## config.mk

```make
export PLATFORM = sky130hd
export DESIGN_NAME = uart_loader
export DESIGN_NICKNAME = d
export VERILOG_FILES = /design/src/rtl/uart_loader_pkg.sv /design/src/rtl/uart_rx_byte.sv /design/src/rtl/uart_loader.sv
export SDC_FILE = /design/constraint.sdc
export NUM_CORES = 1
export LEC_CHECK = 0
export BUFFER_PORTS_ARGS = -buffer_cell sky130_fd_sc_hd__buf_2
export CAP_MARGIN = 5
export CORE_AREA = 2 2 106 108
export CTS_CLUSTER_DIAMETER = 200
export CTS_CLUSTER_SIZE = 16
export DETAILED_ROUTE_END_ITERATION = 10
export DIE_AREA = 0 0 108 110
export MAX_ROUTING_LAYER = met4
export PLACE_DENSITY = 0.82
export SKIP_CTS_REPAIR_TIMING = 1
export SYNTH_ARGS = -nofsm -noshare
export SYNTH_HDL_FRONTEND = slang
export SYNTH_SLANG_ARGS = --single-unit
export TNS_END_PERCENT = 5
```

## constraint.sdc

```tcl
create_clock -name clk -period 4.1 [get_ports clk]
set_input_delay 0.41 -clock clk [delete_from_list [all_inputs] [get_ports clk]]
set_output_delay 0.41 -clock clk [all_outputs]
set_load 0.02 [all_outputs]
```

## src/rtl/uart_loader_pkg.sv

```systemverilog
// Shared types and constants for the UART boot loader.
// The optional checksum stage is enabled by defining UART_LOADER_CHECKSUM_EN.
package uart_loader_pkg;

    // Serial frame shape: 8 data bits, no parity, 1 stop bit.
    localparam int DATA_BITS  = 8;
    localparam int STOP_BITS  = 1;

    // Datapath widths.
    localparam int WORD_W     = 32;
    localparam int BYTE_IDX_W = 2;
    localparam int WORD_CNT_W = 15;

    // Loader FSM states. S_CSUM is only reachable when the checksum stage is built in.
    typedef enum logic [2:0] {
        S_HDR,
        S_DATA,
        S_CSUM,
        S_DONE,
        S_ERR
    } loader_state_t;

    // Receiver frame sampler states.
    typedef enum logic [1:0] {
        RX_IDLE,
        RX_START,
        RX_DATA,
        RX_STOP
    } rx_state_t;

    // Counter width able to hold 0..n-1, never narrower than one bit.
    function automatic int calc_width(input int n);
        return (n > 1) ? $clog2(n) : 1;
    endfunction

    // Clock cycles per oversample tick, rounded down.
    function automatic int calc_div(input int clk_freq, input int baud, input int oversample);
        return clk_freq / (baud * oversample);
    endfunction

endpackage

```

## src/rtl/uart_rx_byte.sv

```systemverilog
// 8N1 UART byte receiver: rx synchronizer, free-running oversample tick divider
// and a mid-bit frame sampler. byte_valid / frame_err are one-cycle pulses issued
// the cycle after the stop-bit sample.
module uart_rx_byte
    import uart_loader_pkg::*;
#(
    parameter int CLK_FREQ   = 50000000,
    parameter int BAUD       = 115200,
    parameter int OVERSAMPLE = 16
) (
    input  logic       clk,
    input  logic       rst,
    input  logic       rx,
    output logic       byte_valid,
    output logic [7:0] byte_data,
    output logic       frame_err
);

    localparam int DIV     = calc_div(CLK_FREQ, BAUD, OVERSAMPLE);
    localparam int DIV_W   = calc_width(DIV);
    localparam int OS_W    = calc_width(OVERSAMPLE);
    localparam int OS_HALF = OVERSAMPLE / 2 - 1;
    localparam int OS_LAST = OVERSAMPLE - 1;

    logic [1:0]       r_rx_sync;
    logic             r_rx_prev;
    logic [DIV_W-1:0] r_div_cnt;
    logic [OS_W-1:0]  r_os_cnt;
    logic [2:0]       r_bit_cnt;
    logic [7:0]       r_shift;
    logic             r_byte_valid;
    logic             r_frame_err;
    rx_state_t        r_state;

    rx_state_t        w_state_next;
    logic             w_rx;
    logic             w_tick;
    logic             w_os_clr;
    logic             w_shift;
    logic             w_byte_valid;
    logic             w_frame_err;

    assign w_rx   = r_rx_sync[1];
    assign w_tick = (r_div_cnt == DIV_W'(DIV - 1));

    // Two-flop synchronizer plus one history flop for falling-edge detection; idles high.
    always_ff @(posedge clk) begin
        // NOTE: sequential state is always assigned with <= so every flop samples pre-edge values.
        if (rst) begin
            r_rx_sync <= 2'b11;
            r_rx_prev <= 1'b1;
        end else begin
            r_rx_sync <= {r_rx_sync[0], rx};
            r_rx_prev <= w_rx;
        end
    end

    // Free-running oversample tick divider.
    always_ff @(posedge clk) begin
        if (rst) r_div_cnt <= '0;
        else     r_div_cnt <= w_tick ? '0 : r_div_cnt + 1'b1;
    end

    // Frame sampler state register.
    always_ff @(posedge clk) begin
        if (rst) r_state <= RX_IDLE;
        else     r_state <= w_state_next;
    end

    // Frame sampler next-state and per-cycle control strobes.
    always_comb begin
        // NOTE: every output of this block gets a default first so no latch is inferred.
        w_state_next = r_state;
        w_os_clr     = 1'b0;
        w_shift      = 1'b0;
        w_byte_valid = 1'b0;
        w_frame_err  = 1'b0;
        case (r_state)
            RX_IDLE: begin
                if (r_rx_prev && !w_rx) begin
                    w_state_next = RX_START;
                    w_os_clr     = 1'b1;
                end
            end
            RX_START: begin
                // Start bit re-checked mid-bit; a high line here means a glitch.
                if (w_tick && r_os_cnt == OS_W'(OS_HALF)) begin
                    w_os_clr     = 1'b1;
                    w_state_next = w_rx ? RX_IDLE : RX_DATA;
                end
            end
            RX_DATA: begin
                if (w_tick && r_os_cnt == OS_W'(OS_LAST)) begin
                    w_os_clr = 1'b1;
                    w_shift  = 1'b1;
                    if (r_bit_cnt == 3'(DATA_BITS - 1)) w_state_next = RX_STOP;
                end
            end
            RX_STOP: begin
                if (w_tick && r_os_cnt == OS_W'(OS_LAST)) begin
                    w_state_next = RX_IDLE;
                    w_byte_valid = w_rx;
                    w_frame_err  = !w_rx;
                end
            end
            default: w_state_next = RX_IDLE;
        endcase
    end

    // Oversample/bit counters, LSB-first shift register and registered result strobes.
    always_ff @(posedge clk) begin
        if (rst) begin
            r_os_cnt     <= '0;
            r_bit_cnt    <= '0;
            r_shift      <= '0;
            r_byte_valid <= 1'b0;
            r_frame_err  <= 1'b0;
        end else begin
            if (w_os_clr)    r_os_cnt <= '0;
            else if (w_tick) r_os_cnt <= r_os_cnt + 1'b1;

            if (r_state == RX_IDLE) r_bit_cnt <= '0;
            else if (w_shift)       r_bit_cnt <= r_bit_cnt + 1'b1;

            if (w_shift) r_shift <= {w_rx, r_shift[7:1]};

            r_byte_valid <= w_byte_valid;
            r_frame_err  <= w_frame_err;
        end
    end

    assign byte_valid = r_byte_valid;
    assign byte_data  = r_shift;
    assign frame_err  = r_frame_err;

endmodule

```

## src/rtl/uart_loader.sv

```systemverilog
// Serial boot loader top: header word N, then N little-endian payload words are
// presented on uart_data/uart_addr with a one-cycle uart_wr, then uart_done
// releases the core. Define UART_LOADER_CHECKSUM_EN to require a trailing
// mod-2^32 sum word after the payload.
module uart_loader
    import uart_loader_pkg::*;
#(
    parameter int          CLK_FREQ   = 50000000,
    parameter int          BAUD       = 115200,
    parameter int          OVERSAMPLE = 16,
    parameter logic [31:0] BASE_ADDR  = 32'h0,
    parameter int          MAX_WORDS  = 16384
) (
    input  logic                  clk,
    input  logic                  rst,
    input  logic                  rx,
    output logic [WORD_W-1:0]     uart_data,
    output logic [WORD_W-1:0]     uart_addr,
    output logic                  uart_wr,
    output logic                  uart_done,
    output logic                  busy,
    output logic                  load_err,
    output logic [WORD_CNT_W-1:0] word_cnt
);

    logic                  w_rx_valid;
    logic [7:0]            w_rx_data;
    logic                  w_rx_err;

    loader_state_t         r_state;
    logic [BYTE_IDX_W-1:0] r_byte_idx;
    logic [23:0]           r_asm;
    logic [WORD_W-1:0]     r_count;
    logic [WORD_W-1:0]     r_data;
    logic [WORD_W-1:0]     r_addr;
    logic                  r_wr;
    logic                  r_done;
    logic                  r_busy;
    logic                  r_err;
    logic [WORD_CNT_W-1:0] r_word_cnt;
`ifdef UART_LOADER_CHECKSUM_EN
    logic [WORD_W-1:0]     r_sum;
`endif

    loader_state_t         w_state_next;
    logic                  w_accepting;
    logic                  w_byte_ok;
    logic                  w_frm_err;
    logic                  w_word_done;
    logic [WORD_W-1:0]     w_word;
    logic [WORD_W-1:0]     w_addr;
    logic                  w_last;
    logic                  w_wr;
    logic                  w_set_err;

    uart_rx_byte #(
        .CLK_FREQ   (CLK_FREQ),
        .BAUD       (BAUD),
        .OVERSAMPLE (OVERSAMPLE)
    ) u_rx (
        .clk        (clk),
        .rst        (rst),
        .rx         (rx),
        .byte_valid (w_rx_valid),
        .byte_data  (w_rx_data),
        .frame_err  (w_rx_err)
    );

    // Bytes are only consumed while a load is still open; DONE and ERR ignore the line.
    assign w_accepting = (r_state == S_HDR) || (r_state == S_DATA) || (r_state == S_CSUM);
    assign w_byte_ok   = w_accepting && w_rx_valid;
    assign w_frm_err   = w_accepting && w_rx_err;
    assign w_word_done = w_byte_ok && (r_byte_idx == 2'd3);
    assign w_word      = {w_rx_data, r_asm};
    assign w_addr      = BASE_ADDR + {15'b0, r_word_cnt, 2'b00};
    assign w_last      = ({17'b0, r_word_cnt} + 32'd1) == r_count;

    // Loader FSM state register.
    always_ff @(posedge clk) begin
        if (rst) r_state <= S_HDR;
        else     r_state <= w_state_next;
    end

    // Loader FSM next-state, write strobe and error strobe.
    always_comb begin
        w_state_next = r_state;
        w_wr         = 1'b0;
        w_set_err    = 1'b0;
        case (r_state)
            S_HDR: begin
                if (w_frm_err) begin
                    w_state_next = S_ERR;
                    w_set_err    = 1'b1;
                end else if (w_word_done) begin
                    if (w_word == '0) begin
                        w_state_next = S_DONE;
                    end else if (w_word > 32'(MAX_WORDS)) begin
                        w_state_next = S_ERR;
                        w_set_err    = 1'b1;
                    end else begin
                        w_state_next = S_DATA;
                    end
                end
            end
            S_DATA: begin
                if (w_frm_err) begin
                    w_state_next = S_ERR;
                    w_set_err    = 1'b1;
                end else if (w_word_done) begin
                    w_wr = 1'b1;
`ifdef UART_LOADER_CHECKSUM_EN
                    if (w_last) w_state_next = S_CSUM;
`else
                    if (w_last) w_state_next = S_DONE;
`endif
                end
            end
`ifdef UART_LOADER_CHECKSUM_EN
            S_CSUM: begin
                if (w_frm_err) begin
                    w_state_next = S_ERR;
                    w_set_err    = 1'b1;
                end else if (w_word_done) begin
                    if (w_word == r_sum) begin
                        w_state_next = S_DONE;
                    end else begin
                        w_state_next = S_ERR;
                        w_set_err    = 1'b1;
                    end
                end
            end
`endif
            S_DONE:  w_state_next = S_DONE;
            S_ERR:   w_state_next = S_ERR;
            default: w_state_next = S_ERR;
        endcase
    end

    // Word assembly, header capture, output registers and status flags.
    always_ff @(posedge clk) begin
        if (rst) begin
            r_byte_idx <= '0;
            r_asm      <= '0;
            r_count    <= '0;
            r_data     <= '0;
            r_addr     <= '0;
            r_wr       <= 1'b0;
            r_done     <= 1'b0;
            r_busy     <= 1'b0;
            r_err      <= 1'b0;
            r_word_cnt <= '0;
`ifdef UART_LOADER_CHECKSUM_EN
            r_sum      <= '0;
`endif
        end else begin
            if (w_byte_ok) begin
                r_byte_idx <= r_byte_idx + 1'b1;
                case (r_byte_idx)
                    2'd0:    r_asm[7:0]   <= w_rx_data;
                    2'd1:    r_asm[15:8]  <= w_rx_data;
                    2'd2:    r_asm[23:16] <= w_rx_data;
                    default: r_asm        <= r_asm;
                endcase
            end

            if (r_state == S_HDR && w_word_done) r_count <= w_word;

            if (w_wr) begin
                r_data     <= w_word;
                r_addr     <= w_addr;
                r_word_cnt <= r_word_cnt + 1'b1;
`ifdef UART_LOADER_CHECKSUM_EN
                r_sum      <= r_sum + w_word;
`endif
            end

            r_wr   <= w_wr;
            r_done <= (r_state == S_DONE);
            r_busy <= (w_state_next == S_DATA) || (w_state_next == S_CSUM);
            if (w_set_err) r_err <= 1'b1;
        end
    end

    assign uart_data = r_data;
    assign uart_addr = r_addr;
    assign uart_wr   = r_wr;
    assign uart_done = r_done;
    assign busy      = r_busy;
    assign load_err  = r_err;
    assign word_cnt  = r_word_cnt;

endmodule

```

==> out/metrics.yaml, run 1 <==
logic_synthesis:
  syn_inst: 788
  synth_flop_cell: "dfxtp_1"
  synth_compound_area_share_pct: 11.7
  ys_ff_latch: 154
  ys_types: 45
  synth_area_sq_um: 6360
  synth-simple-area-share_pct: 24.2
  synth-xor-area-share_pct: 5.51
  synth_fa_ha_area_share_pct: 1.97
  yosysSeqAreaShare_pct: 48.5
  async_reset_ff_share_pct: 0
  ys_warn_count: 0
  synth.mux.area_fraction_pct: 1.89
  syn_area_per_cell_sq_um: 8.07
  synth-edff-count: 0
  synth_top_family_by_area: "simple AND/OR/NAND/NOR gates"
cells_and_area:
  fin_nets: 832
  final_cell_area_sq_um: 7250
  antennaDiodeCount: 0
  area_delta_synth_final_pct: 14.0
  fill_cells: 874
  drive_above_1_share_pct: 13.9
route:
  drt-total-wl_um: 14200
  drtIter0Drc: 359
  drc: 0
  avgViaCountPerCell: 5.56
  vias: 5402
  firstDrtPassIters: 6
  post_drt_wl_per_cell_um: 14.6
  ant_nets: 0
pwr:
  worst_ir_drop_vdd_uv: 263
  cellPowerDensity_nw_per_um2: 442
  leakagePower_nw: 2.73
clock_tree:
  cts_tree: "built"
  clockBufferDepth: 2
  clk_pin_slew_ns: 0.07
  clock_latency_ns: 0.53
  htreeDepth: 4
  root_buffer: "clkbuf_8"
  cts-buffers-inserted: 17
  clock-sinks: 154
critical_path:
  cp_slowest_stage_delay_ns: 0.43
  worstPathArrival_ns: 3.05
  ff2ff_path_depth: 7
  cp-end-kind: "flop"
  cp_data_required_time_ns: 4.55
  crit_chain: "ha_1 > and4b_1 > and2_2 > buf_4 > nand4_1 > or3_1 > a21oi_1"
  r2r_start: "r_byte_idx[0]$_SDFFE_PP0P_"
  rr_endpoint: "word_cnt[14]$_SDFFE_PP0P_"
  slowest_stage: "buf_4"
  critical_path_class: "reg2reg"
  cp-start-kind: "flop"
  critical_path.max_fanout: 38
  ff2ff_setup_slack_ns: 1.49
die:
  rows: 38
  core_sq_um: 10700
  io_pins: 86
  initial_core_util_pct: 59.4
  die_height_um: 110
  die-area_sq_um: 11900
  die_w_um: 108
sta:
  setup_viol: 0
  fmax_mhz: 384
  period_share_pct: 63.5
  period_minus_slack_ns: 2.61
  slew_headroom_pct: 25.3
  worstMarginPinSlew_ns: 1.12
  maxSlewViolCount: 0
  hold_violations: 0
  finClkSkew_ns: 0.00966
  tns_ns: 0
  rsz0062_at_grt: "false"
global_routing:
  grt_pass1_wl_um: 23600
  antenna_found_initial: 0
  grt_max_degree: 117
  overflow: 0
  grt_use_total_pct: 25.8
  grt_pass1_vias: 5095
hold_path:
  hp-start: "rx"
  worstHoldEndpoint: "u_rx.r_rx_sync[0]$_SDFF_PP1_"
  min_path_cells: 2
  hold_class: "in2reg"
place:
  placed_cell_area_sq_um: 6620
  portBuffers: 68
  dp_hpwl_um: 9270
  place_congestion: 0.863
run_status:
  status: "finished, final reports clean"
flow_run:
  maxCapViolations: 0
where the power goes:
group,internal [mW],switching (mW),leakage (nW)
Clock,1.00,0.650,0.298
Sequential,1.50,0.00389,1.24
Combinational,0.00729,0.0394,1.19
Total,2.51,0.693,2.73
cells by family after synthesis:
| family | count (synthesis) |
|---|---|
| xor gates and xnor gates | 40 |
| muxes | 12 |
| AOI/OAI and AO/OA | 138 |
| and+or+nand+nor | 348 |
| other | 1 |
| adders and majority gates | 10 |
| DFF | 154 |
| buffers and inverters | 85 |
worst max path at each step:
stage | startpoint | end | depth (start not counted)
2_1_floorplan | word_cnt[0]$_SDFFE_PP0P_ | r_state[1]$_SDFF_PP0_ | 7
3_3_place_gp | r_byte_idx[0]$_SDFFE_PP0P_ | word_cnt[14]$_SDFFE_PP0P_ | 7
3_5_place_dp | r_byte_idx[0]$_SDFFE_PP0P_ | word_cnt[14]$_SDFFE_PP0P_ | 7
4_1_cts | r_byte_idx[0]$_SDFFE_PP0P_ | word_cnt[14]$_SDFFE_PP0P_ | 7
5_1_grt | r_byte_idx[0]$_SDFFE_PP0P_ | word_cnt[12]$_SDFFE_PP0P_ | 7
6_report | r_byte_idx[0]$_SDFFE_PP0P_ | word_cnt[14]$_SDFFE_PP0P_ | 7
synth_stat cells, drive strengths merged (12+ instances only):
library cell  instances  share of area (%)
buf                  25                2.6
mux2i                12                1.9
o21ai                12               0.94
a21oi               111                8.7
nand2               203                 12
nand3                32                2.5
xnor2                19                2.6
nand4                14                1.6
nor4                 16                1.6
nor2                 48                2.8
dfxtp               154                 49
xor2                 21                2.9
clkbuf               52                3.1
per-stage QoR:
step                instances  utilization [%]  hold WS [ns]  setup WS (ns)  power, mW
global placement          940             61.9         0.394           1.66       1.58
detailed placement        940             61.9         0.392           1.59       1.58
global route              972             67.7        0.0491           1.31       3.29
finish                    972             67.7        0.0555           1.49       3.20
CTS                       972             67.7        0.0369           1.51       3.22
floorplan                 804                -         0.389           1.74       1.59
routing by layer:
| metal | wire (um) | vias up | share of wire, % | global-route usage, % |
|---|---|---|---|---|
| met3 | 720 | 38 | 5.1 | 4.82 |
| li1 | - | 2666 | - | - |
| met5 | 0 | - | 0 | - |
| met4 | 378 | 0 | 2.7 | 11.8 |
| met1 | 5910 | 2527 | 42 | 30.5 |
| met2 | 7160 | 171 | 51 | 43.1 |
registers in the layout, summed over array words and instances, names as in the netlist, 2 cells and up, named ones only:
| name | flops |
|---|---|
| r_count | 32 |
| uart_data | 32 |
| r_asm | 24 |
| uart_addr | 15 |
| word_cnt | 15 |
| u_rx.byte_data | 8 |
| u_rx.r_div_cnt | 5 |
| u_rx.r_os_cnt | 4 |
| r_state | 3 |
| u_rx.r_bit_cnt | 3 |
| r_byte_idx | 2 |
| u_rx.r_rx_sync | 2 |
layout make-up:
class	count	area, sq um	share of cell area [%]
clock buffers	18	418	5.77
clock inverters	14	205	2.83
inverters	8	30.0	0.414
multi-input cells	565	2960	40.8
flip-flops and latches	154	3080	42.5
well taps	140	175	2.42
repair buffers	73	380	5.25
placed cells by master, fill, tap and decap left out, types with 2 or more instances in the layout:
cell	count
nand2b_1	2
mux2i_1	12
nand3_1	32
inv_1	8
conb_1	17
a211oi_1	2
and3_1	2
a21oi_1	111
nor2b_1	5
or4_1	2
xnor2_1	19
bufinv_16	4
or3_1	6
clkinvlp_4	2
buf_2	67
inv_6	7
or2_2	5
clkbuf_16	16
nand2_1	202
o21ai_0	12
nor3_1	6
xor2_1	21
o31ai_1	2
buf_4	6
nor2_1	48
nand4_1	13
nor4_1	15
and4b_1	2
dfxtp_1	154
ha_1	10
worst max-delay path, delay by kind of cell, from the launching register on:
kind,cells,cell delay (ns)
compound gates,1,0.14
fa+ha+maj,1,0.19
buf+inv,1,0.43
flops,1,0.40
simple gates,4,1.34
No activity file was read; power rests on OpenSTA's default activity.
==> run 2: changes to the inputs <==
--- a/config.mk
+++ b/config.mk
@@ -5,15 +5,16 @@
 export SDC_FILE = /design/constraint.sdc
 export NUM_CORES = 1
 export LEC_CHECK = 0
+export ABC_AREA = 1
 export BUFFER_PORTS_ARGS = -buffer_cell sky130_fd_sc_hd__buf_2
 export CAP_MARGIN = 5
-export CORE_AREA = 2 2 106 108
+export CORE_AREA = 2 2 109 111
 export CTS_CLUSTER_DIAMETER = 200
 export CTS_CLUSTER_SIZE = 16
 export DETAILED_ROUTE_END_ITERATION = 10
-export DIE_AREA = 0 0 108 110
+export DIE_AREA = 0 0 111 113
 export MAX_ROUTING_LAYER = met4
-export PLACE_DENSITY = 0.82
+export PLACE_DENSITY = 0.78
 export SKIP_CTS_REPAIR_TIMING = 1
 export SYNTH_ARGS = -nofsm -noshare
 export SYNTH_HDL_FRONTEND = slang
==> constraint.sdc (replaced) <==
create_clock -name clk -period 2.6 [get_ports clk]
set_input_delay 0.26 -clock clk [delete_from_list [all_inputs] [get_ports clk]]
set_output_delay 0.26 -clock clk [all_outputs]
set_load 0.02 [all_outputs]
==> run 2 against run 1 <==
  * Global-route usage fell by 2.5 points
  * Synthesized area rose by 0.37%
  * Count of clock-buffer cells in the layout is 6 higher
  * Non-clock buffer count is the same
  * Power grew 58%
  * Register-to-register slack got worse by 1.2 ns
  * Highest routed layer unchanged
  * Clock skew is 0.0037 ns lower
  * Hold slack worse by 0.037 ns
  * Largest cell class unchanged
  * Via count increased by 0.50%
  * Wire length down 2.2%
  * Sequential power increased by 58%
  * Die area increased by 5.6%
  * Largest power group unchanged
==> out/metrics.yaml, run 2 <==
run_status:
  status: "finished, final reports clean"
route:
  vias: 5429  # +0.50%
  firstDrtPassIters: 5  # -1
  top_layer: "met4"
  drc: 0  # unchanged
  avgViaCountPerCell: 5.23  # -5.9%
  ant_nets: 0  # unchanged
  post_drt_wl_per_cell_um: 13.3  # -8.5%
  drt-total-wl_um: 13900  # -2.2%
  wl_met2_um: 6380  # -11%
  m1WireLength_um: 6520  # +10%
  drtIter0Drc: 481  # +34%
  dr_wl_met3_um: 654  # -9.2%
critical_path:
  crit_end: "u_rx.r_os_cnt[2]$_SDFFE_PP0P_"
  ff2ff_path_depth: 9  # +2
  critical_path_class: "reg2reg"
  cp-end-kind: "flop"
  rr_endpoint: "u_rx.r_os_cnt[2]$_SDFFE_PP0P_"
  r2r_start: "u_rx.r_div_cnt[0]$_SDFF_PP0_"
  cp-start-kind: "flop"
  cp_data_required_time_ns: 2.91  # -1.64 ns
  ff2ff_setup_slack_ns: 0.34  # -1.15 ns
  critical_path.max_fanout: 21  # -45%
  cp-startpoint: "u_rx.r_div_cnt[0]$_SDFF_PP0_"
  worstPathArrival_ns: 2.57  # -0.48 ns
logic_synthesis:
  yosysSeqAreaShare_pct: 48.3  # -0.18 points
  netlist_top_cells_area: "dfxtp_1 (48%), o21ai_0 (10%), a21oi_1 (10%)"
  ys_warn_count: 0  # unchanged
  synth-edff-count: 0  # unchanged
  ys_types: 36  # -20%
  ys_ff_latch: 154  # unchanged
  syn_inst: 831  # +5.5%
  yosysTopAreaCell: "dfxtp_1"
  netlist.area_leader.share_pct: 48.3  # -0.18 points
  async_reset_ff_share_pct: 0  # unchanged
  synth_area_sq_um: 6380  # +0.37%
  synth_flop_cell: "dfxtp_1"
  yosysMostFrequentCell: "dfxtp_1"
  ys_top_cells_by_count: "dfxtp_1 (154), o21ai_0 (131), a21oi_1 (127)"
  syn_area_per_cell_sq_um: 7.68  # -4.8%
global_routing:
  grt_pass1_vias: 4853  # -4.7%
  antenna_found_initial: 0  # unchanged
  overflow: 0  # unchanged
  grt_max_degree: 103  # -12%
  grt_pass1_wl_um: 23100  # -2.0%
  grt_use_total_pct: 23.4  # -2.5 points
sta:
  setup_viol: 0  # unchanged
  tns_ns: 0  # unchanged
  maxSlewViolCount: 0  # unchanged
  finClkSkew_ns: 0.00598  # -0.00368 ns
  period_share_pct: 86.9  # +23 points
  fin_ws_ns: 0.341  # -1.15 ns
  period_minus_slack_ns: 2.26  # -0.346 ns
  worstMarginPinSlew_ns: 0.571  # -0.550 ns
  slew_headroom_pct: 61.9  # +37 points
  fmax_mhz: 443  # +15%
  hold_violations: 0  # unchanged
  rsz0062_at_grt: "false"
place:
  portBuffers: 68  # unchanged
  dp_hpwl_um: 9360  # +1.0%
  pre_cts_ws_ns: 0.402  # -1.19 ns
  dp_cells: 1006  # +7.0%
  place_congestion: 0.904  # +4.7%
die:
  rows: 39  # +2.6%
  die-area_sq_um: 12500  # +5.6%
  die_w_um: 111  # +2.8%
  die_height_um: 113  # +2.7%
  initial_core_util_pct: 56.6  # -2.8 points
  core_sq_um: 11300  # +5.4%
  io_pins: 86  # unchanged
clock_tree:
  htreeDepth: 4  # unchanged
  clock-sinks: 154  # unchanged
  root_buffer: "clkbuf_16"
  cts-buffers-inserted: 17  # unchanged
  cts_tree: "built"
  clockBufferDepth: 2  # unchanged
  clock_latency_ns: 0.42  # -0.11 ns
  clk_pin_slew_ns: 0.06  # about the same
pwr:
  cellPowerDensity_nw_per_um2: 688  # +55%
  finalPower_mw: 5.06  # +58%
  worst_ir_drop_vdd_uv: 784  # +200%
  leakagePower_nw: 3.22  # +18%
cells_and_area:
  fin_cells: 1038  # +6.8%
  mostFrequentLayoutCell: "dfxtp_1"
  drive_above_1_share_pct: 13.3  # -0.65 points
  area_delta_synth_final_pct: 15.4
  fin_nets: 895  # +7.6%
  layout_common_cells: "dfxtp_1 (154), o21ai_0 (131), a21oi_1 (127)"
  antennaDiodeCount: 0  # unchanged
flow_run:
  maxCapViolations: 0  # unchanged
hold_path:
  hold_class: "in2reg"
==> run 2: layout make-up <==
| type | instances | area (sq um) |
|---|---|---|
| clock inverters | 8 | 140 |
| clock buffers | 24 | 482 |
| fillers | 965 | 3910 |
| repair buffers | 73 | 415 |
| inverters | 92 | 345 |
| flip-flops and latches | 154 | 3080 |
| well taps | 143 | 179 |
| multi-input cells | 544 | 2720 |
==> run 2: power breakdown <==
part	internal [mW]	total, mW	switching [mW]
registers	2.37	2.37	0.00566
clock network	1.68	2.60	0.919
logic	0.0208	0.0925	0.0717
total	4.06	5.06	0.996
==> run 2: worst max-delay path, stage by stage, from the launching register on <==
cell	delay, ns
dfxtp_1	0.33
inv_1	0.06
ha_1	0.14
nand2_1	0.08
nor3_4	0.24
nand3_1	0.20
nor2_2	0.21
nand2_1	0.38
nand3_1	0.31
and3b_1	0.20
==> run 2: cells by family (layout without fill, tap and decap cells) <==
kind of cell    after synthesis  after routing  share of synthesized area (%)
compound gates              265            265                           21.1
other cells                   1             17                         0.0588
xor+xnor                      9              9                           1.69
simple gates                243            243                           16.8
flops                       154            154                           48.3
fa+ha+maj                    10             10                           1.96
buf+inv                     149            197                           10.1
==> run 2: metal layers <==
layer,GRT usage [%],up-vias
met2,36.4,119
met3,5.57,26
met1,29.7,2467
li1,-,2817
met5,-,-
met4,9.17,0
==> run 2: worst min-delay path by stage <==
stage               slack, ns                           end                         start  depth (start not counted)
floorplan                0.34  u_rx.r_state[0]$_SDFFE_PP0P_                           rst                          1
global placement         0.39  u_rx.r_rx_sync[1]$_SDFF_PP1_  u_rx.r_rx_sync[0]$_SDFF_PP1_                          1
detailed placement       0.40  u_rx.r_rx_sync[1]$_SDFF_PP1_  u_rx.r_rx_sync[0]$_SDFF_PP1_                          1
CTS                     0.003  u_rx.r_rx_sync[0]$_SDFF_PP1_                            rx                          2
global route             0.02  u_rx.r_rx_sync[0]$_SDFF_PP1_                            rx                          2
finish                   0.02  u_rx.r_rx_sync[0]$_SDFF_PP1_                            rx                          2
==> run 2: per-stage QoR <==
stage | util [%] | hold WS, ns | instance area, sq um
5_1_grt | 65.3 | 0.0213 | 7360
2_1_floorplan | - | 0.344 | 6440
4_1_cts | 65.3 | 0.00262 | 7360
6_report | 65.3 | 0.0188 | 7360
3_3_place_gp | 59.8 | 0.391 | 6740
3_5_place_dp | 59.8 | 0.402 | 6740
